--- config.mk ---
export PLATFORM = sky130hd
export DESIGN_NAME = order_function_register
export DESIGN_NICKNAME = d
export VERILOG_FILES = /design/src/rtl/order_function_register.sv
export SDC_FILE = /design/constraint.sdc
export NUM_CORES = 1
export LEC_CHECK = 0
export BUFFER_PORTS_ARGS = -buffer_cell sky130_fd_sc_hd__clkbuf_2
export CAP_MARGIN = 40
export CORE_AREA = 2 2 51 53
export DETAILED_ROUTE_END_ITERATION = 6
export DIE_AREA = 0 0 53 55
export PLACE_DENSITY_LB_ADDON = 0.08
export SYNTH_ARGS = -nofsm -noshare
export SYNTH_HDL_FRONTEND = slang
export SYNTH_SLANG_ARGS = --single-unit
--- constraint.sdc ---
create_clock -name clk -period 4.11 [get_ports clk]
set_input_delay 0.411 -clock clk [delete_from_list [all_inputs] [get_ports clk]]
set_output_delay 0.411 -clock clk [all_outputs]
set_load 0.01 [all_outputs]
--- src/rtl/order_function_register.sv ---
// Serial capture of the order function field (f13..f17) with complementary rails
// and one-hot decoder-group strobes selected by {f17,f16} for one decode minor cycle.
module order_function_register #(
  parameter int WORD_DIGITS = 18,
  parameter int FUNC_LSB    = 12
) (
  input  logic clk,
  input  logic rst_n,
  input  logic digit_pulse,
  input  logic minor_cycle_start,
  input  logic order_serial,
  input  logic load_order,
  input  logic decode_enable,
  output logic f13_pos,
  output logic f14_pos,
  output logic f15_pos,
  output logic f16_pos,
  output logic f17_pos,
  output logic f13_neg,
  output logic f14_neg,
  output logic f15_neg,
  output logic f16_neg,
  output logic f17_neg,
  output logic o_dy_0,
  output logic o_dy_1,
  output logic o_dy_2,
  output logic o_dy_3,
  output logic busy,
  output logic sync_err
);

  localparam int CW = $clog2(WORD_DIGITS);
  localparam logic [CW-1:0] LAST_DIGIT = CW'(WORD_DIGITS - 1);

  typedef enum logic [1:0] {IDLE, SHIFT, HOLD, DECODE} state_t;

  state_t        state;
  logic [CW-1:0] digit_cnt;
  logic [4:0]    shift_reg;
  logic [4:0]    shift_next;
  logic [4:0]    func_reg;
  logic [3:0]    dy_reg;
  logic          load_pend;
  logic          decode_pend;
  logic          sync_err_reg;

  logic          start_pulse;
  logic          overrun;
  logic [CW-1:0] digit_idx;
  logic          load_req;
  logic          decode_req;

  assign start_pulse = digit_pulse & minor_cycle_start;
  // A pulse past the last digit without a start means we lost minor-cycle framing.
  assign overrun     = digit_pulse & ~minor_cycle_start & (digit_cnt == LAST_DIGIT);
  assign digit_idx   = minor_cycle_start ? '0 :
                       (digit_cnt == LAST_DIGIT) ? LAST_DIGIT : digit_cnt + CW'(1);
  assign load_req    = load_pend | load_order;
  assign decode_req  = decode_pend | decode_enable;

  generate
    for (genvar gi = 0; gi < 5; gi++) begin : g_shift_bit
      assign shift_next[gi] = (digit_pulse && !overrun && digit_idx == CW'(FUNC_LSB + gi))
                              ? order_serial : shift_reg[gi];
    end
  endgenerate

  always_ff @(posedge clk or negedge rst_n) begin
    if (!rst_n) begin
      state        <= IDLE;
      digit_cnt    <= '0;
      shift_reg    <= '0;
      func_reg     <= '0;
      dy_reg       <= '0;
      load_pend    <= 1'b0;
      decode_pend  <= 1'b0;
      sync_err_reg <= 1'b0;
    end else begin
      load_pend   <= load_req;
      decode_pend <= decode_req;
      if (digit_pulse) digit_cnt <= digit_idx;
      if (overrun) sync_err_reg <= 1'b1;

      case (state)
        IDLE: begin
          if (start_pulse && load_req) begin
            state     <= SHIFT;
            load_pend <= 1'b0;
          end
        end
        SHIFT: begin
          if (overrun) begin
            state <= IDLE;
          end else if (digit_pulse) begin
            shift_reg <= shift_next;
            // Held function updates only here so the rails never show a partial word.
            if (digit_idx == LAST_DIGIT) begin
              func_reg <= shift_next;
              state    <= HOLD;
            end
          end
        end
        HOLD: begin
          if (start_pulse) begin
            if (decode_req) begin
              state       <= DECODE;
              decode_pend <= 1'b0;
              dy_reg      <= 4'b0001 << func_reg[4:3];
            end else if (load_req) begin
              state     <= SHIFT;
              load_pend <= 1'b0;
            end
          end
        end
        DECODE: begin
          if (start_pulse) begin
            state  <= HOLD;
            dy_reg <= '0;
          end
        end
        default: state <= IDLE;
      endcase
    end
  end

  assign {f17_pos, f16_pos, f15_pos, f14_pos, f13_pos} = func_reg;
  assign {f17_neg, f16_neg, f15_neg, f14_neg, f13_neg} = ~func_reg;
  assign {o_dy_3, o_dy_2, o_dy_1, o_dy_0}              = dy_reg;
  assign busy     = (state == SHIFT) || (state == DECODE);
  assign sync_err = sync_err_reg;

endmodule

## Word level (Yosys, flattened, before mapping)

Index checks and enable logic that the tools add are counted.

| word-level totals | value |
|---|---|
| input port bits | 7 |
| output and inout port bits | 16 |
| register bits | 24 |
| word-level logic and storage cells | 76 |

| cells by class | value |
|---|---|
| reduce and logical (&&, ||, !) cells | 15 |
| eq/ne operators | 17 |
| bitwise operators | 8 |
| shift-type cells | 1 |
| muxes and demuxes | 26 |
| add/subtract/negate cells | 1 |

Operators by type and width:

| kind | number |
|---|---|
| == test 5 x 4 -> 1 bit, second input constant | 4 |
| two-way mux 2 bit | 8 |
| == test 5 bit, second input constant | 3 |
| two-way mux 4 bit | 3 |
| two-way mux 1 bit | 10 |
| two-way mux 5 bit | 2 |
| inequality test 3 bit, second input constant | 3 |
| inequality test 2 bit, second input constant | 4 |
| case mux 2 bit (4 select lines) | 1 |
| case mux 4 bit (2 select lines) | 1 |
| AND reduction 4 bit | 2 |
| logical AND 1 bit | 7 |
| AND reduction 6 bit | 1 |
| adder 5 x 1 -> 5 bit, second input constant | 1 |
| inverter 5 bit | 1 |
| == test 2 bit, second input constant | 2 |
| left shift 1 x 2 -> 4 bit, first input constant | 1 |
| AND 1 bit | 3 |
| AND reduction 3 bit | 1 |
| == test 2 x 1 -> 1 bit, second input constant | 1 |
| zero test 2 bit | 1 |
| inverter 1 bit | 2 |
| bitwise OR 1 bit | 2 |
| case mux 1 bit (2 select lines) | 1 |
| 3 further kinds | 3 |

## Logic depth before layout (Yosys ltp)

Gate-level depths: netlist of run 1.

| depth | value |
|---|---|
| depth in word-level cells | 8 |
| mapped depth | 7 |
| mapped depth without buffers | 7 |

## Worst setup path before layout of run 1

OpenSTA, ideal clock, no wires.

| timing path | value |
|---|---|
| path kind | register to register |
| start | register digit_cnt[0] |
| end | register func_reg[0] |
| setup slack | 2031 ps |
| library setup time | 125 ps |
| required time | 3985 ps |
| arrival | 1954 ps |
| clock period less this slack | 2079 ps |
| path buffers | 0 |
| stages on the path, launching flop included | 7 |
| path through | dfrtp_1 ha_1 nor2b_1 o221ai_1 mux2i_2 nor4_4 mux2_2 |

| on the way | value |
|---|---|
| word-level cells in the longest chain between the ends | 6 |
| elaborated cells on any way between the ends | 13 |
| those cells by class | add/sub: 1; eq/ne: 3; mux: 3; bitwise: 2; reduce/logical: 4 |

Ends and longest elaborated chain:

| item | RTL line | RTL |
|---|---|---|
| from (decl) | 38 | `logic [CW-1:0] digit_cnt;` |
| from (signal assigned) | 81 | `if (digit_pulse) digit_cnt <= digit_idx;` |
| adder 5 x 1 -> 5 bit / == test 5 bit (equally long branches) | 57, 55 |  |
| two-way mux 5 bit / AND 1 bit (equally long branches) | 57, 55 |  |
| two-way mux 5 bit / zero test 1 bit (equally long branches) | 56, 63 |  |
| == test 5 x 4 -> 1 bit / logical AND 1 bit (equally long branches) | 63 | `assign shift_next[gi] = (digit_pulse && !overrun && digit_idx == CW'(FUNC_LSB + gi))` |
| logical AND 1 bit | 63 |  |
| two-way mux 1 bit | 64 | `? order_serial : shift_reg[gi];` |
| to (signal assigned) | 98 | `func_reg <= shift_next;` |
| to (decl) | 41 | `logic [4:0] func_reg;` |

Several ways; a longest one is shown, not always the timed one.
A chain may end at the register's enable or synchronous reset.

## Worst setup path after layout of run 1

| timing path | value |
|---|---|
| start | register digit_cnt[0] |
| end | register func_reg[2] |

Same word-level chain as after synthesis.

==> results.md, run 1 <==
- Status: complete, no violations
- Setup Buffers After CTS: 0
- CP arrival: roughly 2500 ps
- DR DRC count: 0
- EDFF count, synth: 0
- Fin. max-slew vios: 0
- Input/output buffers: 22
- RSZ-0062 raised after global routing: false
- Rows: 18
- Synth unique cells: 43
- Antenna Cells: 0
- CTS tree: yes
- Reg clk slew, reported paths: 130 ps
- Clk_lat worst skew: 310 ps
- Overall routed net length: 2507 µm
- Async S/R FF share, synth: 100.0%
- Clock power frac: around 25%
- Largest net degree at the start of global routing: 25
- Cell area after layout: approximately 1500 µm²
- HP Class: in2async
- Number of global-route vias before repair: 941
- Placed Area: 1440 µm²
- Most common cell in the netlist: dfrtp_1
- WL/cell: 13.85 µm
- Routed Antenna Nets: 0
- # fillers: 216
- Switching share of power: between 30% and 40%
- CP startpoint kind: register
- Vias: slightly above 1,000
- Nets: 161
- Dpl hpwl: 1848 µm
- CTS sink cnt: 24
- Cell-internal power: around 0.00035 W
- Number of CTS-inserted buffers: 3
- Initial antenna violation count: 0
- First-pass detailed-route iteration total: 5
- Layout area overhead: 10.59%
- Post-synth top area cell: dfrtp_1
- Sequential share of the synthesized area: 44.99%
- Area contributors post-synth: dfrtp_1 45%, mux2_2 7.6%, nor2_1 3.7%
- H-tree depth: 1
- Synthesized net count: approximately 140
- Die W: between 50 and 60 µm
- Post-synthesis cell area: 1335 µm²
- P_sw: 0.0001490 W
- IO Count: 23
- CTS root buffer: clkbuf_4
- Total number of yosys warnings: 0
- 1st-iter DRT viols: 14
- Crit Path Max Fanout: 10
- Die Area: 2915 µm²
- Cells after Synth: between 100 and 150
- Layout cells sized above 1: 27.81%
- Power share of the combinational group: 18.8%
- Ys flop type: dfrtp_1
- Hold Fails Final Rpt: 0
- Period minus WS final: about 2300 ps
- GRT Total Usage: about a fifth
- Synth top area share: 44.99%
- Final Setup Violations: 0
- Area occupied by multi-input gates: around 660 µm²
- Post-CTS sizing: 0
- Leak pwr: 0.6802 nW
- DIE HEIGHT: 55 µm
- Skew final: 1.196 ps
- Final Cycle Share: 55.80%
- # hold bufs at CTS: 0
- Grt ovf: 0
- RePlAce Congestion: 0.8548
- Register cell area after layout: between 600 and 700 µm²
- Avg Vias per Cell: 5.646
- Syn avg cell area: 10.11 µm²
- Reg power frac: a little under three fifths
- First-pass GRT wire length: between 4000 and 5000 µm
- Slew margin rel.: 60.23%
- Final TNS setup: 0 ps
- Kind of critical path: reg2reg
- Initial Util: 56.46%
- FMAX: 436.1 MHz
- Worst-case clock buffer depth: 2
- Worst-margin pin slew: between 500 and 600 ps
- Post-synth top cells: 24 x dfrtp_1, 13 x nor2_1, 9 x inv_1, 9 x mux2_2, 8 x nand2_1
- Max IR drop VDD: 229.8 µV
- MaxCap Viol Count: 0
- Critical path endpoint category: register
- Worst Path Required: 4320 ps
- Core ar.: 2365 µm²
- PwrDens: 335.3 nW/µm²
- FF+latch count, synth: 24
worst paths after layout:
kind                                     startpoint  cells past startpoint  slack, ps                       end
max                        digit_cnt[0]$_DFFE_PN0P_                      6       1820   func_reg[2]$_DFFE_PN0P_
min                                           rst_n                      1         70  digit_cnt[1]$_DFFE_PN0P_
max reg2reg                digit_cnt[0]$_DFFE_PN0P_                      6       1820   func_reg[2]$_DFFE_PN0P_
min reg2reg                    sync_err$_DFFE_PN0P_                      1        490      sync_err$_DFFE_PN0P_
max in group asynchronous                     rst_n                      1       3650     dy_reg[1]$_DFFE_PN0P_
min in group clk                      decode_enable                      3        360     decode_pend$_DFF_PN0_
placed cells by master (no fill, tap or decap), types with 2 or more instances in the layout:
cell type,instances
nor3_1,5
a21oi_1,3
nand3_1,2
clkbuf_4,3
clkbuf_2,22
xnor2_1,2
nor2_1,13
dfrtp_1,24
nand2_1,8
mux2_2,9
mux2i_1,3
o31ai_1,2
a211oi_1,2
a41o_1,2
o41ai_1,2
inv_1,9
ha_1,2
nor2b_1,4
o21ai_0,6
nor4_1,2
or3_1,4
nand2b_1,3
cell type report:
type / count / area share, %
sequential: 24 / 40.68
tap: 30 / 2.542
clock buffer: 4 / 2.458
timing repair buffer: 22 / 7.458
inverter: 9 / 2.288
multi-input combinational: 92 / 44.58
power by group through the flow:
stage	sequential, W	clock, W	combinational, W
2_1_floorplan	0.000269	0	0.0000812
4_1_cts	0.000277	0.000128	0.0000941
6_report	0.000277	0.000125	0.0000930
5_1_grt	0.000280	0.000140	0.000109
3_3_place_gp	0.000280	0	0.0000920
3_5_place_dp	0.000281	0	0.0000940
metal layers:
metal	global-route usage (%)	routed length, µm
met5	0	0
met4	7.692	27
met3	3.226	98
met2	33.96	1190
met1	27.23	1190
stage by stage:
step	util [%]	total power, W	setup slack, ps	cells	hold WS (ps)
floorplan	-	0.0003499	2031	132	115.4
global placement	60.90	0.0003720	1878	177	435.4
detailed placement	60.90	0.0003752	1831	177	444.8
CTS	62.43	0.0004994	1810	181	88.71
global route	62.43	0.0005283	1667	181	109.8
finish	62.43	0.0004950	1817	181	74.65
critical path: stages, from the launching register on:
cell and delay [ps]:
dfrtp_1 510, ha_1 320, nor2b_1 160, o221ai_1 200, mux2i_2 160, nor4_4 460, mux2_2 380
kinds of logic after synthesis:
group	after synthesis	synth area share (%)
fa+ha+maj	2	1.874
compound gates	25	13.31
buf+inv	16	5.716
mux	13	10.87
flops	24	44.99
simple gates	50	21.93
xor+xnor	2	1.312
(Power assumes the default switching activity.)
==> inputs of run 2 (changes only) <==
Settings changed: CORE_AREA 2 2 51 53 to 2 2 53 55, DIE_AREA 0 0 53 55 to 0 0 55 57.
Clock period 4.11 ns to 2.4 ns, I/O delays scaled along.
==> results.md, run 2 (synthesis gave the netlist of run 1 again) <==
- Status: complete, no violations (unchanged)
- CP startpoint kind: register (unchanged)
- H-tree depth: 1 (unchanged)
- MaxCap Viol Count: 0 (unchanged)
- Critical path endpoint category: register (unchanged)
- GR Layer Usage met3: 3.141% (was 3.226%)
- Worst r2r dst: shift_reg[3]$_DFFE_PN0P_ (was func_reg[2]$_DFFE_PN0P_)
- 1st-iter DRT viols: 17 (was 14)
- Most common cell after layout, fill and taps aside: dfrtp_1 (unchanged)
- Dpl hpwl: 1939 µm (was 1848 µm)
- Nets: 166 (was 161)
- Skew final: 4.215 ps (was 1.196 ps)
- Fin. max-slew vios: 0 (unchanged)
- Placed Area: 1456 µm² (was 1440 µm²)
- Worst-margin pin slew: 602.7 ps (was 596.5 ps)
- Layout area overhead: 12.65% (was 10.59%)
- Worst Path Required: 2610 ps (was 4320 ps)
- Hold Fails Final Rpt: 0 (unchanged)
- Die W: 55 µm (was 53 µm)
- HP Class: in2reg (was in2async)
- Most frequent cells in the layout: 24 x dfrtp_1, 22 x clkbuf_2, 13 x nor2_1 (unchanged)
- First-pass detailed-route iteration total: 4 (was 5)
- GRT Total Usage: 20.27% (was 20.49%)
- WL/cell: 14.24 µm (was 13.85 µm)
- Number of CTS-inserted buffers: 3 (unchanged)
- RePlAce Congestion: 0.7916 (was 0.8548)
- Cell area after layout: 1504 µm² (was 1476 µm²)
- Post-CTS sizing: 0 (unchanged)
- Overall routed net length: 2648 µm (was 2507 µm)
- Reg2reg setup slack: 220 ps (was 1820 ps)
- Worst-case clock buffer depth: 2 (unchanged)
- Post-Place Cells: 180 (was 177)
- Reg clk slew, reported paths: 130 ps (about the same)
- FMAX: 458.5 MHz (was 436.1 MHz)
- CP arrival: 2390 ps (was 2510 ps)
- Slew margin rel.: 59.82% (was 60.23%)
- Hold Path End: decode_pend$_DFF_PN0_
- Avg Vias per Cell: 5.586 (was 5.646)
- Largest net degree at the start of global routing: 25 (unchanged)
- Routed Antenna Nets: 0 (unchanged)
- First-pass GRT wire length: 4692 µm (was 4298 µm)
- PwrDens: 549.6 nW/µm² (was 335.3 nW/µm²)
- Vias: 1,039 (was 1,022)
- Final Cycle Share: 90.88% (was 55.80%)
- IO Count: 23 (unchanged)
- GR Util met2: 30.95% (was 33.96%)
- # fillers: 236 (was 216)
- DR DRC count: 0 (unchanged)
- Initial antenna violation count: 0 (unchanged)
- CTS sink cnt: 24 (unchanged)
- Layout cells sized above 1: 29.03% (was 27.81%)
- Grt ovf: 0 (unchanged)
- Worst R2R Start: digit_cnt[0]$_DFFE_PN0P_ (unchanged)
- Antenna Cells: 0 (unchanged)
- Kind of critical path: reg2reg (unchanged)
- Number of global-route vias before repair: 1,046 (was 941)
- Rows: 19 (was 18)
- Final Setup Violations: 0 (unchanged)
- Non-Filler Instances: 186 (was 181)
- Hold Path Depth: 3
- RSZ-0062 raised after global routing: false (unchanged)
- Core ar.: 2615 µm² (was 2365 µm²)
- Max IR drop VDD: 488.5 µV (was 229.8 µV)
- Routing usage on met1: 28.99% (was 27.23%)
- Hold WS: 183.5 ps (was 74.65 ps)
- Tot Pwr: 0.0008266 W (was 0.0004950 W)
- CTS root buffer: clkbuf_4 (unchanged)
- Final TNS setup: 0 ps (unchanged)
- Period minus WS final: 2181 ps (was 2293 ps)
- DIE HEIGHT: 57 µm (was 55 µm)
- HP Start: decode_enable
- Input/output buffers: 22 (unchanged)
- Clk_lat worst skew: 310 ps (about the same)
- CTS tree: yes (unchanged)
- R2R cell count: 6 (unchanged)
- Leak pwr: 0.6977 nW (was 0.6802 nW)
- GR peak layer: met2 (unchanged)
- Crit Path Max Fanout: 10 (unchanged)
- Initial Util: 51.05% (was 56.46%)
- Die Area: 3135 µm² (was 2915 µm²)
[run 2: worst max path at each step]
stage / start / end / slack, ps / cells after the start
floorplan: digit_cnt[0]$_DFFE_PN0P_ / func_reg[0]$_DFFE_PN0P_ / 320 / 6
global placement: digit_cnt[0]$_DFFE_PN0P_ / func_reg[3]$_DFFE_PN0P_ / 190 / 6
detailed placement: digit_cnt[0]$_DFFE_PN0P_ / func_reg[1]$_DFFE_PN0P_ / 110 / 6
CTS: digit_cnt[0]$_DFFE_PN0P_ / func_reg[1]$_DFFE_PN0P_ / 100 / 6
global route: digit_cnt[0]$_DFFE_PN0P_ / shift_reg[4]$_DFFE_PN0P_ / 70 / 6
finish: digit_cnt[0]$_DFFE_PN0P_ / shift_reg[3]$_DFFE_PN0P_ / 220 / 6
[run 2: repair_timing]
action,4_1_cts,5_1_grt
setup endpoints to repair,0,4
hold buffers,1,0
buffers inserted,0,2
hold endpoints to repair,24,0
[run 2: report_power, final]
group          switching [W]  internal, W
sequential         0.0000235     0.000434
clock               0.000115    0.0000587
combinational       0.000116    0.0000797
total               0.000255     0.000572
[run 2: stage by stage]
| stage | util [%] | setup WS, ps |
|---|---|---|
| global route | 57.51 | 69.80 |
| detailed placement | 55.69 | 105.8 |
| floorplan | - | 321.2 |
| CTS | 56.94 | 96.37 |
| finish | 57.51 | 218.9 |
| global placement | 55.69 | 188.2 |
[run 2: worst max-delay path: stages (launching register included)]
cell	delay [ps]
dfrtp_1	500
ha_1	320
or2b_1	240
o21ai_0	160
a22oi_1	160
nor4_1	320
mux2_2	380
[run 2: final cells by class]
cell class / instances / area (µm²) / area share (%)
clock buffer: 3 / 22.52 / 1.498
inverter: 9 / 33.78 / 2.246
multi-input combinational: 92 / 658.1 / 43.76
sequential: 24 / 600.6 / 39.93
tap: 31 / 38.79 / 2.579
timing repair buffer: 27 / 150.1 / 9.983
[run 2: per-layer routing]
| metal | part of all wire [%] | vias to the layer above |
|---|---|---|
| li1 | - | 521 |
| met1 | 47 | 489 |
| met2 | 47 | 23 |
| met3 | 4.6 | 6 |
| met4 | 1.8 | 0 |
| met5 | 0 | - |
==> inputs of run 3 (changes only) <==
Clock period 2.4 ns to 2.02 ns, I/O delays scaled along.
==> results.md, run 3 (synthesis gave the netlist of run 1 again) <==
- Avg Vias per Cell: 5.657 (was 5.586)
- Leak pwr: 0.8332 nW (was 0.6977 nW)
- Overall routed net length: 3308 µm (was 2648 µm)
- WL/cell: 15.75 µm (was 14.24 µm)
- RePlAce Congestion: 0.8394 (was 0.7916)
- FMAX: 506.7 MHz (was 458.5 MHz)
- Vias: 1,188 (was 1,039)
- Dpl hpwl: 2086 µm (was 1939 µm)
- Period minus WS final: 1973 ps (was 2181 ps)
- Final Setup Violations: 0 (unchanged)
- Final Cycle Share: 97.70% (was 90.88%)
- Clock power frac: 22.7% (was 21.0%)
- Hold Fails Final Rpt: 0 (unchanged)
- Cell area after layout: 1809 µm² (was 1504 µm²)
- DR top layer: met4 (unchanged)
- Max IR drop VDD: 530.0 µV (was 488.5 µV)
- Reg clk slew, reported paths: 140 ps (was 130 ps)
- Skew final: 3.496 ps (was 4.215 ps)
- Input/output buffers: 22 (unchanged)
- Core ar.: 2615 µm² (unchanged)
- GRT Total Usage: 22.52% (was 20.27%)
- CP startpoint kind: register (unchanged)
- Crit Path Max Fanout: 4 (was 10)
- Status: complete, no violations (unchanged)
- Slew margin rel.: 59.87% (was 59.82%)
- Routed Antenna Nets: 0 (unchanged)
- DRT met1 WL: 1399 µm (was 1233 µm)
- DIE HEIGHT: 57 µm (unchanged)
- IO Count: 23 (unchanged)
- Final TNS setup: 0 ps (unchanged)
- Hold WS: 120.7 ps (was 183.5 ps)
- Switching share of power: 31.09% (was 30.81%)
- Largest net degree at the start of global routing: 25 (unchanged)
- Rows: 19 (unchanged)
- Worst-case clock buffer depth: 2 (unchanged)
- CTS root buffer: clkbuf_4 (unchanged)
- CTS tree: yes (unchanged)
- Critical path endpoint category: register (unchanged)
- H-tree depth: 1 (unchanged)
- Die Area: 3135 µm² (unchanged)
- Clk_lat worst skew: 320 ps (was 310 ps)
- Initial Util: 51.05% (unchanged)
- First-pass GRT wire length: 5106 µm (was 4692 µm)
- Reg power frac: 47.1% (was 55.3%)
- Kind of critical path: reg2reg (unchanged)
- Power share of the combinational group: 30.1% (was 23.7%)
- P_sw: 0.0003611 W (was 0.0002547 W)
- Initial antenna violation count: 0 (unchanged)
- Met3 Wirelength: 147 µm (was 121 µm)
- Met2 Wirelength: 1610 µm (was 1245 µm)
- CTS sink cnt: 24 (unchanged)
- Placed Area: 1539 µm² (was 1456 µm²)
- DR DRC count: 0 (unchanged)
- Number of global-route vias before repair: 1,095 (was 1,046)
- Most common cell after layout, fill and taps aside: buf_4 (was dfrtp_1)
- Worst Path Required: 2270 ps (was 2610 ps)
- Layout cells sized above 1: 46.93% (was 29.03%)
- MaxCap Viol Count: 0 (unchanged)
- Fin. max-slew vios: 0 (unchanged)
- Antenna Cells: 0 (unchanged)
- RSZ-0062 raised after global routing: true (was false)
- CP arrival: 2230 ps (was 2390 ps)
- Nets: 189 (was 166)
- Most frequent cells in the layout: 24 x buf_4, 22 x dfrtp_1, 22 x clkbuf_2 (was 24 x dfrtp_1, 22 x clkbuf_2, 13 x nor2_1)
- First-pass detailed-route iteration total: 4 (unchanged)
- Worst-margin pin slew: 602.0 ps (was 602.7 ps)
- Number of CTS-inserted buffers: 3 (unchanged)
- Die W: 55 µm (unchanged)
- HP Class: in2reg (unchanged)
- Grt ovf: 0 (unchanged)
- Cell-internal power: 0.0008005 W (was 0.0005719 W)
- PwrDens: 642.1 nW/µm² (was 549.6 nW/µm²)
- Layout area overhead: 35.52% (was 12.65%)
- 1st-iter DRT viols: 29 (was 17)
run 3: cell type report:
type / instances / area [µm²]
fillers: 205 / 805.8
flip-flops and latches: 24 / 603.1
well taps: 31 / 38.79
multi-input cells: 92 / 763.2
clock buffers: 4 / 36.28
repair buffers: 50 / 334.1
inverters: 9 / 33.78
run 3: through the flow:
stage	cells	setup slack, ps	power (W)	utilization (%)
2_1_floorplan	132	0.2365	0.0007119	-
3_3_place_gp	191	-20.84	0.0008035	58.85
3_5_place_dp	191	-69.38	0.0008111	58.85
4_1_cts	207	29.75	0.001125	65.02
5_1_grt	210	-16.53	0.001219	69.19
6_report	210	46.51	0.001162	69.19
run 3: path summary, 6_finish.rpt:
check | start | end | slack (ps) | cells past startpoint
worst max-delay path | digit_cnt[1]$_DFFE_PN0P_ | digit_cnt[1]$_DFFE_PN0P_ | 50 | 12
worst min-delay path | load_order | load_pend$_DFF_PN0_ | 120 | 3
worst max register to register | digit_cnt[1]$_DFFE_PN0P_ | digit_cnt[1]$_DFFE_PN0P_ | 50 | 12
worst min register to register | sync_err$_DFFE_PN0P_ | sync_err$_DFFE_PN0P_ | 510 | 1
max in group asynchronous | rst_n | digit_cnt[0]$_DFFE_PN0P_ | 1200 | 2
min in group asynchronous | rst_n | digit_cnt[3]$_DFFE_PN0P_ | 390 | 2
run 3: routing by layer:
metal	global-route usage [%]	vias to the layer above
li1	-	567
met5	0	-
met4	9.756	0
met2	35.54	37
met3	2.356	16
met1	30.98	568
run 3: worst max-delay path: stages (launching register included):
cell and delay (ps):
dfrtp_2 440, inv_2 70, buf_4 130, buf_4 120
buf_4 110, buf_4 120, buf_4 130, buf_4 120
buf_4 120, buf_4 120, buf_4 130, buf_4 130
o22ai_2 160
run 3: timing repair:
item,4_1_cts,5_1_grt
buffers inserted,11,3
hold buffers,1,0
gates resized for setup,7,20
hold endpoints to repair,24,0
setup endpoints to repair,7,12
pin swaps,3,1
run 3: power groups by stage:
stage	Sequential [W]	Clock (W)	Combinational, W
floorplan	0.000547	0	0.000165
global placement	0.000548	0	0.000255
global route	0.000554	0.000284	0.000381
detailed placement	0.000550	0	0.000261
CTS	0.000544	0.000266	0.000315
finish	0.000547	0.000264	0.000350
